**src/rtl/batt_pkg.sv**
```systemverilog
// Shared types and helpers for the battery bar controller.
package batt_pkg;

    localparam int LVL_W = 4;
    localparam logic [LVL_W-1:0] LVL_MAX = 4'd8;

    typedef enum logic [1:0] {
        NORMAL    = 2'd0,
        LOW_BLINK = 2'd1,
        CHARGE    = 2'd2
    } state_t;

    // Thermometer code: level n lights the lowest n LEDs, saturating at 8.
    function automatic logic [7:0] thermometer(input logic [LVL_W-1:0] lvl);
        logic [7:0] t;
        t = '0;
        for (int i = 0; i < 8; i++) begin
            if (int'(lvl) > i) t[i] = 1'b1;
        end
        return t;
    endfunction

endpackage

```
**src/rtl/batt_level_filter.sv**
```systemverilog
// Averages ADC samples per window, quantises to 0..8 and debounces the
// displayed level with a hold count.
module batt_level_filter
    import batt_pkg::*;
#(
    parameter int ADC_W    = 8,
    parameter int AVG_LOG2 = 2,
    parameter int HOLD_WIN = 3
) (
    input  logic             clk,
    input  logic             rst,
    input  logic             adc_valid,
    input  logic [ADC_W-1:0] adc_data,
    output logic [LVL_W-1:0] level,
    output logic             first_done
);

    localparam int ACC_W  = ADC_W + AVG_LOG2;
    localparam int CNT_W  = AVG_LOG2 + 1;
    localparam int HCNT_W = (HOLD_WIN > 1) ? $clog2(HOLD_WIN + 1) : 1;
    localparam logic [CNT_W-1:0] WIN_N = CNT_W'(1 << AVG_LOG2);

    logic [ACC_W-1:0]   acc;
    logic [CNT_W-1:0]   cnt;
    logic               win_done;
    logic [ADC_W-1:0]   avg;
    logic [ADC_W+3:0]   prod;
    logic [LVL_W-1:0]   raw;
    logic [LVL_W-1:0]   cand;
    logic [HCNT_W-1:0]  hold;
    logic [HCNT_W-1:0]  hold_nxt;

    // A full count is seen the cycle after the last sample of the window.
    assign win_done = (cnt == WIN_N);
    assign avg      = acc[ACC_W-1:AVG_LOG2];
    assign prod     = {4'b0000, avg} * (ADC_W+4)'(9);
    assign raw      = prod[ADC_W+3:ADC_W];

    // A new or changed candidate restarts the persistence count at 1.
    assign hold_nxt = (raw != cand || hold == '0) ? HCNT_W'(1) : hold + HCNT_W'(1);

    always_ff @(posedge clk) begin
        if (rst) begin
            acc        <= '0;
            cnt        <= '0;
            level      <= '0;
            first_done <= 1'b0;
            cand       <= '0;
            hold       <= '0;
        end else begin
            if (win_done) begin
                acc <= adc_valid ? ACC_W'(adc_data) : '0;
                cnt <= adc_valid ? CNT_W'(1) : '0;
            end else if (adc_valid) begin
                acc <= acc + ACC_W'(adc_data);
                cnt <= cnt + CNT_W'(1);
            end

            if (win_done) begin
                if (!first_done) begin
                    level      <= raw;
                    first_done <= 1'b1;
                    hold       <= '0;
                end else if (raw == level) begin
                    hold <= '0;
                end else if (int'(hold_nxt) >= HOLD_WIN) begin
                    level <= raw;
                    cand  <= raw;
                    hold  <= '0;
                end else begin
                    cand <= raw;
                    hold <= hold_nxt;
                end
            end
        end
    end

endmodule

```
**src/rtl/battery_bar_ctrl.sv**
```systemverilog
// Battery LED bar sequencer: level filter, tick prescaler, mode FSM, bar driver.
// Optional shutdown request output is enabled by BATT_BAR_SHUTDOWN_EN.
module battery_bar_ctrl
    import batt_pkg::*;
#(
    parameter int ADC_W       = 8,
    parameter int AVG_LOG2    = 2,
    parameter int HOLD_WIN    = 3,
    parameter int TICK_DIV    = 50000,
    parameter int BLINK_TICKS = 8,
    parameter int LOW_LEVEL   = 2
`ifdef BATT_BAR_SHUTDOWN_EN
    ,
    parameter int SHUT_TICKS  = 64
`endif
) (
    input  logic             clk,
    input  logic             rst,
    input  logic             adc_valid,
    input  logic [ADC_W-1:0] adc_data,
    input  logic             charging,
    output logic [3:0]       level,
    output logic [7:0]       led_bar,
    output logic             low_batt
`ifdef BATT_BAR_SHUTDOWN_EN
    ,
    output logic             shutdown_req
`endif
);

    localparam int TW = (TICK_DIV > 1) ? $clog2(TICK_DIV) : 1;
    localparam int BW = (BLINK_TICKS > 1) ? $clog2(BLINK_TICKS) : 1;
    localparam logic [LVL_W-1:0] LOW_L = LVL_W'(LOW_LEVEL);

    logic             first_done;
    logic [TW-1:0]    div_cnt;
    logic             tick;
    state_t           state_q;
    state_t           state_d;
    logic [BW-1:0]    blink_cnt;
    logic             blink_off;
    logic [LVL_W-1:0] anim;
    logic [7:0]       bar_d;

    batt_level_filter #(
        .ADC_W    (ADC_W),
        .AVG_LOG2 (AVG_LOG2),
        .HOLD_WIN (HOLD_WIN)
    ) u_filter (
        .clk        (clk),
        .rst        (rst),
        .adc_valid  (adc_valid),
        .adc_data   (adc_data),
        .level      (level),
        .first_done (first_done)
    );

    assign tick = (div_cnt == TW'(TICK_DIV - 1));

    always_comb begin
        state_d = state_q;
        bar_d   = thermometer(level);
        case (state_q)
            NORMAL: begin
                if (charging)                          state_d = CHARGE;
                else if (first_done && level <= LOW_L) state_d = LOW_BLINK;
            end
            LOW_BLINK: begin
                if (charging)           state_d = CHARGE;
                else if (level > LOW_L) state_d = NORMAL;
                if (blink_off) bar_d = '0;
            end
            CHARGE: begin
                if (!charging) state_d = NORMAL;
                bar_d = thermometer(anim);
            end
            default: state_d = NORMAL;
        endcase
    end

    always_ff @(posedge clk) begin
        if (rst) begin
            state_q   <= NORMAL;
            div_cnt   <= '0;
            blink_cnt <= '0;
            blink_off <= 1'b0;
            anim      <= '0;
            led_bar   <= '0;
            low_batt  <= 1'b0;
        end else begin
            state_q  <= state_d;
            led_bar  <= bar_d;
            low_batt <= (state_q == LOW_BLINK);
            div_cnt  <= tick ? '0 : div_cnt + TW'(1);

            if (state_d == LOW_BLINK && state_q != LOW_BLINK) begin
                blink_cnt <= '0;
                blink_off <= 1'b0;
            end else if (state_q == LOW_BLINK && tick) begin
                if (int'(blink_cnt) >= BLINK_TICKS - 1) begin
                    blink_cnt <= '0;
                    blink_off <= ~blink_off;
                end else begin
                    blink_cnt <= blink_cnt + BW'(1);
                end
            end

            // Level changes during CHARGE are only picked up at the wrap.
            if (state_d == CHARGE && state_q != CHARGE) begin
                anim <= level;
            end else if (state_q == CHARGE && tick) begin
                if (anim >= LVL_MAX) anim <= (level == LVL_MAX) ? '0 : level;
                else                 anim <= anim + LVL_W'(1);
            end
        end
    end

`ifdef BATT_BAR_SHUTDOWN_EN
    localparam int SW = (SHUT_TICKS > 1) ? $clog2(SHUT_TICKS + 1) : 1;

    logic [SW-1:0] shut_cnt;
    logic          shut_cond;

    assign shut_cond = (level == '0) && !charging && first_done;

    always_ff @(posedge clk) begin
        if (rst || charging) begin
            shut_cnt     <= '0;
            shutdown_req <= 1'b0;
        end else if (!shut_cond) begin
            shut_cnt <= '0;
        end else if (tick && !shutdown_req) begin
            if (int'(shut_cnt) >= SHUT_TICKS - 1) shutdown_req <= 1'b1;
            else                                  shut_cnt     <= shut_cnt + SW'(1);
        end
    end
`endif

endmodule

```
**config.mk**
```make
export PLATFORM = sky130hd
export DESIGN_NAME = battery_bar_ctrl
export DESIGN_NICKNAME = d
export VERILOG_FILES = /design/src/rtl/batt_pkg.sv /design/src/rtl/batt_level_filter.sv /design/src/rtl/battery_bar_ctrl.sv
export SDC_FILE = /design/constraint.sdc
export NUM_CORES = 1
export LEC_CHECK = 0
export ABC_AREA = 1
export CORE_MARGIN = 1.5
export CORE_UTILIZATION = 45
export DETAILED_ROUTE_END_ITERATION = 12
export GPL_ROUTABILITY_DRIVEN = 1
export PLACE_DENSITY = 0.64
export SLEW_MARGIN = 5
export SYNTH_ARGS = -nofsm -noshare
export SYNTH_HDL_FRONTEND = slang
export SYNTH_SLANG_ARGS = --single-unit
export TNS_END_PERCENT = 100
```
**constraint.sdc**
```tcl
create_clock -name clk -period 3 [get_ports clk]
set_input_delay 0.45 -clock clk [delete_from_list [all_inputs] [get_ports clk]]
set_output_delay 0.45 -clock clk [all_outputs]
set_load 0.005 [all_outputs]
```
==> reports/results.ini <==
[floorplanning]
die_y_um = 92.2
core-area_um2 = 7730
start_util = 0.464
num_rows = 32
num_io_pins = 25
die_w_um = 92.2
die-area_um2 = 8500

[power_and_ir_drop]
pwr-share-comb = 0.156
vdd_drop_max_mv = 0.200
internal_power_w = 0.00141
p_leak_nw = 1.83
power.switching_w = 0.000561
p_sw_frac = 0.284
power_density_nw_per_um2 = 475
pwr-share-clk = 0.414
seq_power_share = 0.430

[yosys]
synthMuxAreaShare = 0
syn_inst = 498
synth_xor_area_frac = 0.0171
synth_fp_nets = 542
ys_types = 45
ys_seq_area_frac = 0.330
synth_area_leaders = dfxtp_1 (33%), ha_1 (11%), nand2_1 (10%)
synth_top_family_by_area = simple AND/OR/NAND/NOR gates
syn_area_um2 = 3580
synth_commonest_cells = nand2_1 (97), inv_1 (68), dfxtp_1 (59), a21oi_1 (47), nor2_1 (45)
synth-simple-area-share = 0.284
yosysTopAreaCell = dfxtp_1
yosys_warnings = 0
synth_compound_area_frac = 0.171
ys_ff_latch = 59
async_flop_share = 0
synth_fa_ha_area_frac = 0.114
synth_top_area_frac = 0.330
synth-edff-count = 0
synth_most_common_cell = nand2_1
ys.flop_type = dfxtp_1
syn_area_per_cell_um2 = 7.19

[min_path]
hp-class = flip-flop to flip-flop
holdPathStages = 1

[drt]
first_iter_violations = 126
wl_um = 7590
vias_per_cell = 5.07
route.vias.total = 3219
postRouteAntennaNets = 0
wl_per_cell_um = 12.0
drc = 0
dr.pass1.iters = 4

[clocking]
cts_setup_buffers = 0
clk_latency_ns = 0.34
cts_tree = yes
path_clk_slew_ns = 0.07
cts.path.max_buffers = 2
cts_root_buffer = clkbuf_8
cts_buffers = 9
h-tree-depth = 3
cts.sinks = 59
ctsResizeCount = 0
ctsHoldBuffers = 0

[outcome]
outcome = completed

[global_routing]
globalRouteTotalUtil = 0.193
grt.overflow.total = 0
antenna_found_initial = 0
grt_start_max_net_pins = 25
grt_pass1_wl_um = 13400
first_global_vias = 2980

[sta]
hold_violations = 0
finalSetupViolations = 0
holdWs_ns = 0.455
setup_tns_ns = 0
slew_violations = 0
max_slew_margin = 0.580
max_freq_mhz = 392
clock_skew_ns = 0.0126
rsz0062_at_grt = false
period_needed_ns = 2.55
worst_pin_slew_ns = 0.623
min_period_over_period = 0.851

[worst_setup_path]
crit_cells = 14
r2r-start = u_filter.acc[9]
cp-endpoint = u_filter.level[1]
required_ns = 3.23
crit_family = simple AND/OR/NAND/NOR gates
crit_type = flip-flop to flip-flop
reg2reg_depth = 14
slowest_stage = dfxtp_1
startpoint = u_filter.acc[9]
cp.buffers_inverters = 1
endpoint_kind = flip-flop
timing.rr.end = u_filter.level[1]
crit_arrival_ns = 2.78
crit_fanout = 8
crit_top_cell = nand2_2
max_stage_delay_ns = 0.48
cp_cell_sequence = ha_1, ha_1, nand2_2, inv_1, nand2_2, nand4_1, nand3_1, nand2_1, nor2_2, nand4_2, o21bai_2, nand2_2, nor2_1, nor2_2
reg2reg_slack_ns = 0.45
worstSetupStartpointType = flip-flop

[place]
place.gp.congestion = 0.838
dp_hpwl_um = 5540
place_area_um2 = 3930
io_buffers = 24

[final_layout]
nNetsFinal = 572
n_antenna_cell = 0
final_area_um2 = 4160
drive_gt1_frac = 0.0976
syn_to_final_growth_pct = 16.0
fillers = 775

[flow_run]
maxCapViolCount = 0

## per-stage QoR
| step | utilization | power [W] | setup slack [ns] | cells |
|---|---|---|---|---|
| floorplan | - | 0.00109 | 0.734 | 498 |
| global placement | 0.509 | 0.00116 | 0.251 | 619 |
| detailed placement | 0.509 | 0.00117 | 0.212 | 619 |
| CTS | 0.538 | 0.00200 | 0.435 | 635 |
| global route | 0.538 | 0.00208 | 0.194 | 635 |
| finish | 0.538 | 0.00197 | 0.448 | 635 |
## routing by layer
| layer | up-vias | global-route usage | share of wire |
|---|---|---|---|
| li1 | 1713 | - | - |
| met1 | 1449 | 0.272 | 0.53 |
| met2 | 55 | 0.292 | 0.44 |
| met3 | 2 | 0.0307 | 0.033 |
| met4 | 0 | 0.0795 | 0.0030 |
| met5 | - | 0 | 0 |
## state kept, by name, indices dropped and copies added (netlist names), 2 cells and up
signal / count
anim: 4
blink_cnt: 3
div_cnt: 16
led_bar: 8
state_q: 2
u_filter.acc: 10
u_filter.cand: 4
u_filter.cnt: 3
u_filter.hold: 2
u_filter.level: 4
## cell usage in the layout, fill, tap and decap left out, types with 6 or more instances in the layout
cell             count
a21oi_1             47
clkbuf_8             9
clkdlybuf4s50_1     24
dfxtp_1             59
ha_1                31
inv_1               68
nand2_1             97
nand2_2             10
nand3_1             27
nor2_1              45
nor2_2               8
o211ai_1             6
o21ai_0             23
xor2_1               6
## worst min path at each step
| stage | startpoint | slack (ns) | to |
|---|---|---|---|
| 6_report | u_filter.cnt[2] | 0.45 | u_filter.cnt[2] |
| 5_1_grt | u_filter.hold[1] | 0.49 | u_filter.hold[1] |
| 4_1_cts | u_filter.cnt[2] | 0.45 | u_filter.cnt[2] |
| 3_5_place_dp | u_filter.cnt[2] | 0.44 | u_filter.cnt[2] |
| 3_3_place_gp | u_filter.cnt[2] | 0.44 | u_filter.cnt[2] |
| 2_1_floorplan | u_filter.cnt[2] | 0.42 | u_filter.cnt[2] |
## cell type report
class | instances | area (µm²) | area share
Multi-Input combinational cell | 362 | 2100 | 0.506
Sequential cell | 59 | 1180 | 0.284
Timing Repair Buffer | 27 | 263 | 0.0632
Inverter | 69 | 259 | 0.0623
Tap cell | 102 | 128 | 0.0307
Clock buffer | 9 | 124 | 0.0298
Clock inverter | 7 | 100 | 0.0241
## logic make-up after synthesis
| group | after synthesis |
|---|---|
| AND/OR/NAND/NOR | 217 |
| adder cells (fa/ha/maj) | 32 |
| AO/OA/AOI/OAI | 106 |
| flip-flops | 59 |
| buffers and inverters | 77 |
| XOR/XNOR | 7 |
## power by group through the flow
| stage | Clock, W | Sequential (W) | Combinational (W) |
|---|---|---|---|
| after floorplan | 0 | 0.000855 | 0.000232 |
| after global placement | 0 | 0.000864 | 0.000299 |
| after detailed placement | 0 | 0.000865 | 0.000305 |
| after CTS | 0.000842 | 0.000847 | 0.000308 |
| after global routing | 0.000878 | 0.000853 | 0.000352 |
| final | 0.000817 | 0.000848 | 0.000308 |
Note: power is estimated with default switching activity, not from simulation.
